[src/rtl/if_id_imm_stage_pkg.sv]
// Shared definitions for the fetch-to-decode stage: opcodes, NOP, stage states.
package if_id_imm_stage_pkg;

    localparam int unsigned XLEN  = 32;
    localparam int unsigned IMM_W = 12;

    // addi x0,x0,0
    localparam logic [XLEN-1:0] NOP_INSTR = 32'h0000_0013;

    localparam logic [6:0] OP_IMM    = 7'b0010011;
    localparam logic [6:0] OP_LOAD   = 7'b0000011;
    localparam logic [6:0] OP_JALR   = 7'b1100111;
    localparam logic [6:0] OP_SYSTEM = 7'b1110011;
    localparam logic [6:0] OP_STORE  = 7'b0100011;
    localparam logic [6:0] OP_BRANCH = 7'b1100011;

    typedef enum logic [1:0] {
        EMPTY = 2'd0,
        ONE   = 2'd1,
        TWO   = 2'd2
    } stage_state_e;

endpackage

[src/rtl/if_id_imm_stage_imm12_extract.sv]
// Raw 12-bit immediate extraction (I/S/B formats) for the 12->32 sign extender.
module if_id_imm_stage_imm12_extract
    import if_id_imm_stage_pkg::*;
(
    input  logic [31:0] instr,
    output logic [11:0] imm12
);

    // rs1/funct3 field never contributes to a 12-bit immediate
    logic unused_bits;
    assign unused_bits = ^instr[19:12];

    // Select immediate layout by opcode; B-type drops the implied bit 0
    always_comb begin
        imm12 = 12'd0;
        case (instr[6:0])
            OP_IMM, OP_LOAD, OP_JALR, OP_SYSTEM: imm12 = instr[31:20];
            OP_STORE:  imm12 = {instr[31:25], instr[11:7]};
            OP_BRANCH: imm12 = {instr[31], instr[7], instr[30:25], instr[11:8]};
            default:   imm12 = 12'd0;
        endcase
    end

endmodule

[src/rtl/if_id_imm_stage.sv]
// IF/ID pipeline register: 2-entry skid buffer of {PC, instr, imm12} with
// valid/ready handshake, flush and registered In_ready.
// Optional stall counter enabled by defining IF_ID_STALL_COUNT_EN.
module if_id_imm_stage #(
    parameter int unsigned           XLEN      = if_id_imm_stage_pkg::XLEN,
    parameter int unsigned           IMM_W     = if_id_imm_stage_pkg::IMM_W,
    parameter logic [XLEN-1:0]       NOP_INSTR = if_id_imm_stage_pkg::NOP_INSTR
) (
    input  logic             clk,
    input  logic             reset,
    input  logic             In_valid,
    output logic             In_ready,
    input  logic [XLEN-1:0]  PC_in,
    input  logic [XLEN-1:0]  Instr_in,
    input  logic             Flush,
    output logic             Out_valid,
    input  logic             Out_ready,
    output logic [XLEN-1:0]  PC_out,
    output logic [XLEN-1:0]  Instr_out,
    output logic [IMM_W-1:0] Imm12,
    output logic [15:0]      Stall_count
);
    import if_id_imm_stage_pkg::*;

    stage_state_e     state_q, state_d;
    logic             in_ready_q, in_ready_d;
    logic             out_valid_q, out_valid_d;
    logic [XLEN-1:0]  head_pc_q, head_pc_d;
    logic [XLEN-1:0]  head_instr_q, head_instr_d;
    logic [IMM_W-1:0] head_imm_q, head_imm_d;
    logic [XLEN-1:0]  skid_pc_q, skid_pc_d;
    logic [XLEN-1:0]  skid_instr_q, skid_instr_d;
    logic [IMM_W-1:0] skid_imm_q, skid_imm_d;

    logic [11:0]      in_imm12;
    logic [IMM_W-1:0] in_imm;
    logic             xfer_in;
    logic             xfer_out;

    if_id_imm_stage_imm12_extract u_imm12_extract (
        .instr (Instr_in[31:0]),
        .imm12 (in_imm12)
    );

    assign in_imm   = IMM_W'(in_imm12);
    assign xfer_in  = In_valid && in_ready_q;
    assign xfer_out = out_valid_q && Out_ready;

    // State and entry registers
    always_ff @(posedge clk) begin
        if (reset) begin
            state_q      <= EMPTY;
            in_ready_q   <= 1'b1;
            out_valid_q  <= 1'b0;
            head_pc_q    <= '0;
            head_instr_q <= NOP_INSTR;
            head_imm_q   <= '0;
            skid_pc_q    <= '0;
            skid_instr_q <= '0;
            skid_imm_q   <= '0;
        end else begin
            state_q      <= state_d;
            in_ready_q   <= in_ready_d;
            out_valid_q  <= out_valid_d;
            head_pc_q    <= head_pc_d;
            head_instr_q <= head_instr_d;
            head_imm_q   <= head_imm_d;
            skid_pc_q    <= skid_pc_d;
            skid_instr_q <= skid_instr_d;
            skid_imm_q   <= skid_imm_d;
        end
    end

    // Next state, entry movement and registered handshake outputs
    always_comb begin
        state_d      = state_q;
        head_pc_d    = head_pc_q;
        head_instr_d = head_instr_q;
        head_imm_d   = head_imm_q;
        skid_pc_d    = skid_pc_q;
        skid_instr_d = skid_instr_q;
        skid_imm_d   = skid_imm_q;

        if (Flush) begin
            // PC_out keeps its last value while empty
            state_d      = EMPTY;
            head_instr_d = NOP_INSTR;
            head_imm_d   = '0;
        end else begin
            case (state_q)
                EMPTY: begin
                    if (xfer_in) begin
                        state_d      = ONE;
                        head_pc_d    = PC_in;
                        head_instr_d = Instr_in;
                        head_imm_d   = in_imm;
                    end
                end
                ONE: begin
                    if (xfer_in && xfer_out) begin
                        head_pc_d    = PC_in;
                        head_instr_d = Instr_in;
                        head_imm_d   = in_imm;
                    end else if (xfer_in) begin
                        state_d      = TWO;
                        skid_pc_d    = PC_in;
                        skid_instr_d = Instr_in;
                        skid_imm_d   = in_imm;
                    end else if (xfer_out) begin
                        state_d      = EMPTY;
                        head_instr_d = NOP_INSTR;
                        head_imm_d   = '0;
                    end
                end
                TWO: begin
                    // In_ready is low here, so only the drain path exists
                    if (xfer_out) begin
                        state_d      = ONE;
                        head_pc_d    = skid_pc_q;
                        head_instr_d = skid_instr_q;
                        head_imm_d   = skid_imm_q;
                    end
                end
                default: state_d = EMPTY;
            endcase
        end

        out_valid_d = (state_d != EMPTY);
        in_ready_d  = (state_d != TWO);
    end

    assign In_ready  = in_ready_q;
    assign Out_valid = out_valid_q;
    assign PC_out    = head_pc_q;
    assign Instr_out = head_instr_q;
    assign Imm12     = head_imm_q;

`ifdef IF_ID_STALL_COUNT_EN
    logic [15:0] stall_cnt_q;

    // Saturating count of cycles where a valid head is held by decode
    always_ff @(posedge clk) begin
        if (reset) begin
            stall_cnt_q <= 16'd0;
        end else if (out_valid_q && !Out_ready && (stall_cnt_q != 16'hFFFF)) begin
            stall_cnt_q <= stall_cnt_q + 16'd1;
        end
    end

    assign Stall_count = stall_cnt_q;
`else
    assign Stall_count = 16'd0;
`endif

endmodule

[config.mk]
export PLATFORM = sky130hd
export DESIGN_NAME = if_id_imm_stage
export DESIGN_NICKNAME = d
export VERILOG_FILES = /design/src/rtl/if_id_imm_stage_pkg.sv /design/src/rtl/if_id_imm_stage_imm12_extract.sv /design/src/rtl/if_id_imm_stage.sv
export SDC_FILE = /design/constraint.sdc
export NUM_CORES = 1
export LEC_CHECK = 0
export BUFFER_PORTS_ARGS = -buffer_cell sky130_fd_sc_hd__buf_2
export CORE_MARGIN = 2
export CORE_UTILIZATION = 45
export DETAILED_ROUTE_END_ITERATION = 8
export PLACE_DENSITY_LB_ADDON = 0.3
export SLEW_MARGIN = 20
export SYNTH_ARGS = -nofsm -noshare
export SYNTH_HDL_FRONTEND = slang
export SYNTH_HIERARCHICAL = 1
export SYNTH_SLANG_ARGS = --single-unit
[constraint.sdc]
create_clock -name clk -period 2.9 [get_ports clk]
set_input_delay 0.145 -clock clk [delete_from_list [all_inputs] [get_ports clk]]
set_output_delay 0.145 -clock clk [all_outputs]
set_load 0.02 [all_outputs]
==> summary.md <==
| Metric | Value |
|---|---|
| Final Cycle Share | `78.8%` |
| Resize count post-CTS | `0` |
| Total congestion overflow | `0` |
| Worst-path maximum fanout | `47` |
| Met1 Wirelength | `about 7500 um` |
| Post-Syn Instances | `between 700 and 800` |
| Initial antenna violation count | `0` |
| Min Clock Period, post-route | `2280 ps` |
| Final ANT Viol Nets | `0` |
| Nature of the critical path endpoint | `flop` |
| R2R Path Start | `state_q[0]` |
| Share of layout cells above drive strength 1 | `21.5%` |
| Max Cap Viol | `0` |
| Largest stage delay, worst path | `between 800 and 900 ps` |
| Final setup viols | `0` |
| Worst vdd ir | `0.000445 V` |
| Met3 WL | `~1000 um` |
| Synth warn | `6` |
| Pin count of the biggest net entering global routing | `77` |
| Post-synth top cells | `nand2_1, dfxtp_1, a21oi_1` |
| Detailed Route WL | `approximately 17000 um` |
| Avg Vias per Cell | `approximately 5.3` |
| Ys flop type | `dfxtp_1` |
| Worst path depth | `6` |
| Die height | `~120 um` |
| Clk_lat worst skew | `roughly 420 ps` |
| CTS root buf | `clkbuf_16` |
| CP Cell Sequence | `inv_1 -> ha_2 -> a21boi_1 -> or4_4 -> a221oi_1 -> nor2_1` |
| Biggest area consumer among synthesized cells | `dfxtp_1` |
| Port Buf Inserts | `146` |
| Highest routed layer | `met4` |
| WP buf/inv | `1` |
| R2R Setup Slk | `between 600 and 700 ps` |
| Hold crit path type | `in -> reg` |
| Num CTS Buffers | `17` |
| Setup WS post-layout | `just over 600 ps` |
| Worst Tran Pin Value | `1010 ps` |
| Initial core utilization | `45.5%` |
| Setup crit end | `Instr_out[25]` |
| IO Pins | `163` |
| DRC Markers | `0` |
| Crit Path Class | `reg -> reg` |
| DP Cell Count | `roughly 1000` |
| FILL cells | `1288` |
| RSZ-0062 raised after global routing | `no` |
| Layout Cells excl Fill | `1136` |
| Sequential area share after synthesis | `a little under half` |
| Crit path DAT | `approximately 2600 ps` |
| Slowest-stage cell, CP | `or4_4` |
| DR WL/cell | `14.8 um` |
| Area Growth Syn to Fin | `29.5%` |
| Clock Pin Slew Worst Setup and Hold Paths | `60 ps` |
| Met2 WL | `8040 um` |
| P per Cell Area | `around 620 nW/um^2` |
| 1st-iter DRT viols | `about 430` |
| Top cell type's share of synthesized area | `between 40% and 50%` |
| Core area | `between 10000 and 15000 um^2` |
| Global Route Usage Sum | `21.6%` |
| Synth top area cells | `dfxtp_1, nand2_1, a21oi_1, mux2i_1, a221oi_1` |
| Final Hold Vio Count | `0` |
| Worst slew margin | `between 30% and 40%` |
| Crit path launch | `state_q[0]` |
| Fmax | `approximately 440 MHz` |
| Mapped cell area | `about 6500 um^2` |
| Required time of the critical path | `~3200 ps` |
| Count leader, synth | `nand2_1` |
| Placement Setup Slack | `approximately 640 ps` |
| CTS tree | `built` |
| Post-layout net count | `1013` |
| Vias in the first global route | `between 5000 and 6000` |
| Post-synth EDFFs | `0` |
| Reg2reg path depth | `6` |
| Final HPWL DP | `9950 um` |
| Slew Limit Fails | `0` |
| Syn_area_per_cell | `between 8 and 9 um^2` |
| Die Area | `between 15000 and 20000 um^2` |
| Placer's final routability congestion estimate | `between 0.8 and 0.9` |
| Post-synth ARST share | `0%` |
| Vias | `roughly 6000` |
| Hold depth | `3` |
| R2r endpoint | `Instr_out[25]` |
| Clk_skew | `approximately 8.3 ps` |
| Yosys reg bits | `156` |
| Type of origin of the critical path | `flop` |
| Total negative setup slack | `0 ps` |
| Status | `completed` |
| Global-route wire length before repair | `about 28000 um` |
| DIE WIDTH | `about 120 um` |
| Synth cell types | `43` |
| LEAKAGE | `between 3 and 4 nW` |
| Family with the most delay on the worst path | `simple AND/OR/NAND/NOR gates` |
| CTS H-tree depth | `4` |
| Drt pass-1 iters | `6` |
| Row cnt | `44` |
| Clock Tree Buf Depth | `2` |
| Diode count | `0` |
| Clk sink count | `156` |
[sequential cells by signal, summed over array words and instances (netlist names)]
name,cells
skid_pc_q,32
Imm12,12
In_ready,1
state_q,2
skid_imm_q,12
Out_valid,1
PC_out,32
Instr_out,32
skid_instr_q,32
[power breakdown]
group          switching (mW)  internal (mW)  total [mW]
registers              0.0432           2.23        2.27
logic                   0.415          0.257       0.672
clock network           0.868           1.44        2.31
total                    1.33           3.92        5.25
[cells in the final DEF (no fill, tap or decap), types with 2 or more instances in the layout]
cell type / instances
a211oi_1: 33
clkbuf_16: 17
a221oi_2: 7
nand2_1: 167
a31oi_1: 4
o22ai_1: 5
a21oi_1: 80
a21boi_1: 2
inv_1: 2
clkinvlp_4: 4
dlygate4sd3_1: 58
buf_4: 11
xor2_1: 2
nand3_1: 4
a221oi_1: 37
mux2i_1: 37
conb_1: 16
clkbuf_8: 4
o211ai_1: 4
o21ai_0: 44
nor2_1: 75
ha_1: 3
buf_2: 145
bufinv_16: 3
o2bb2ai_1: 6
clkinv_2: 2
dfxtp_1: 156
[metal layers]
metal	global-route usage, %	up-vias
li1	-	3022
met1	27.5	2810
met2	35.4	182
met3	5.97	18
met4	7.40	0
met5	0	-
[how the worst min path moves through the flow]
stage / endpoint / startpoint / slack [ps]
6_report: skid_instr_q[7] / Instr_in[7] / 10
2_1_floorplan: skid_instr_q[0] / Instr_in[0] / 280
3_5_place_dp: skid_pc_q[6] / PC_in[6] / 400
4_1_cts: skid_instr_q[7] / Instr_in[7] / 0.09
5_1_grt: skid_instr_q[11] / Instr_in[11] / 10
3_3_place_gp: skid_pc_q[6] / PC_in[6] / 400
[kinds of logic after synthesis]
family	after synthesis	synth area share, %
AOI/OAI and AO/OA	227	23.1
xor gates and xnor gates	2	0.268
adders and majority gates	4	0.766
buffers and inverters	83	6.49
DFF	156	47.8
muxes	37	5.67
other	1	0.0574
and+or+nand+nor	262	15.9
[timing repair]
action                                 4_1_cts  5_1_grt
endpoints found under the hold margin       63        0
hold buffers                                58        0
setup buffers                                0        0
setup endpoints to repair                    0        0
[worst register-to-register path, cell delays in order (launching register included)]
cell,delay [ps]
dfxtp_1,420
inv_1,90
ha_2,190
a21boi_1,180
or4_4,830
a221oi_1,360
nor2_1,100
[metrics by stage]
stage               util [%]  instance area [um^2]  power (mW)  hold WS (ps)
global placement        50.6                  7270        2.92           398
global route            58.9                  8470        5.45          12.4
CTS                     58.9                  8470        5.29        0.0931
floorplan                  -                  6590        2.73           281
finish                  58.9                  8470        5.25          11.9
detailed placement      50.6                  7270        2.93           401
[cell type report]
cell class | count | area [um^2] | share of cell area (%)
sequential | 156 | 3120 | 36.9
multi-input combinational | 548 | 3080 | 36.4
timing repair buffer | 215 | 1410 | 16.6
clock buffer | 21 | 480 | 5.67
tap | 184 | 230 | 2.72
clock inverter | 10 | 139 | 1.64
inverter | 2 | 7.51 | 0.0887
(Power assumes the default switching activity.)
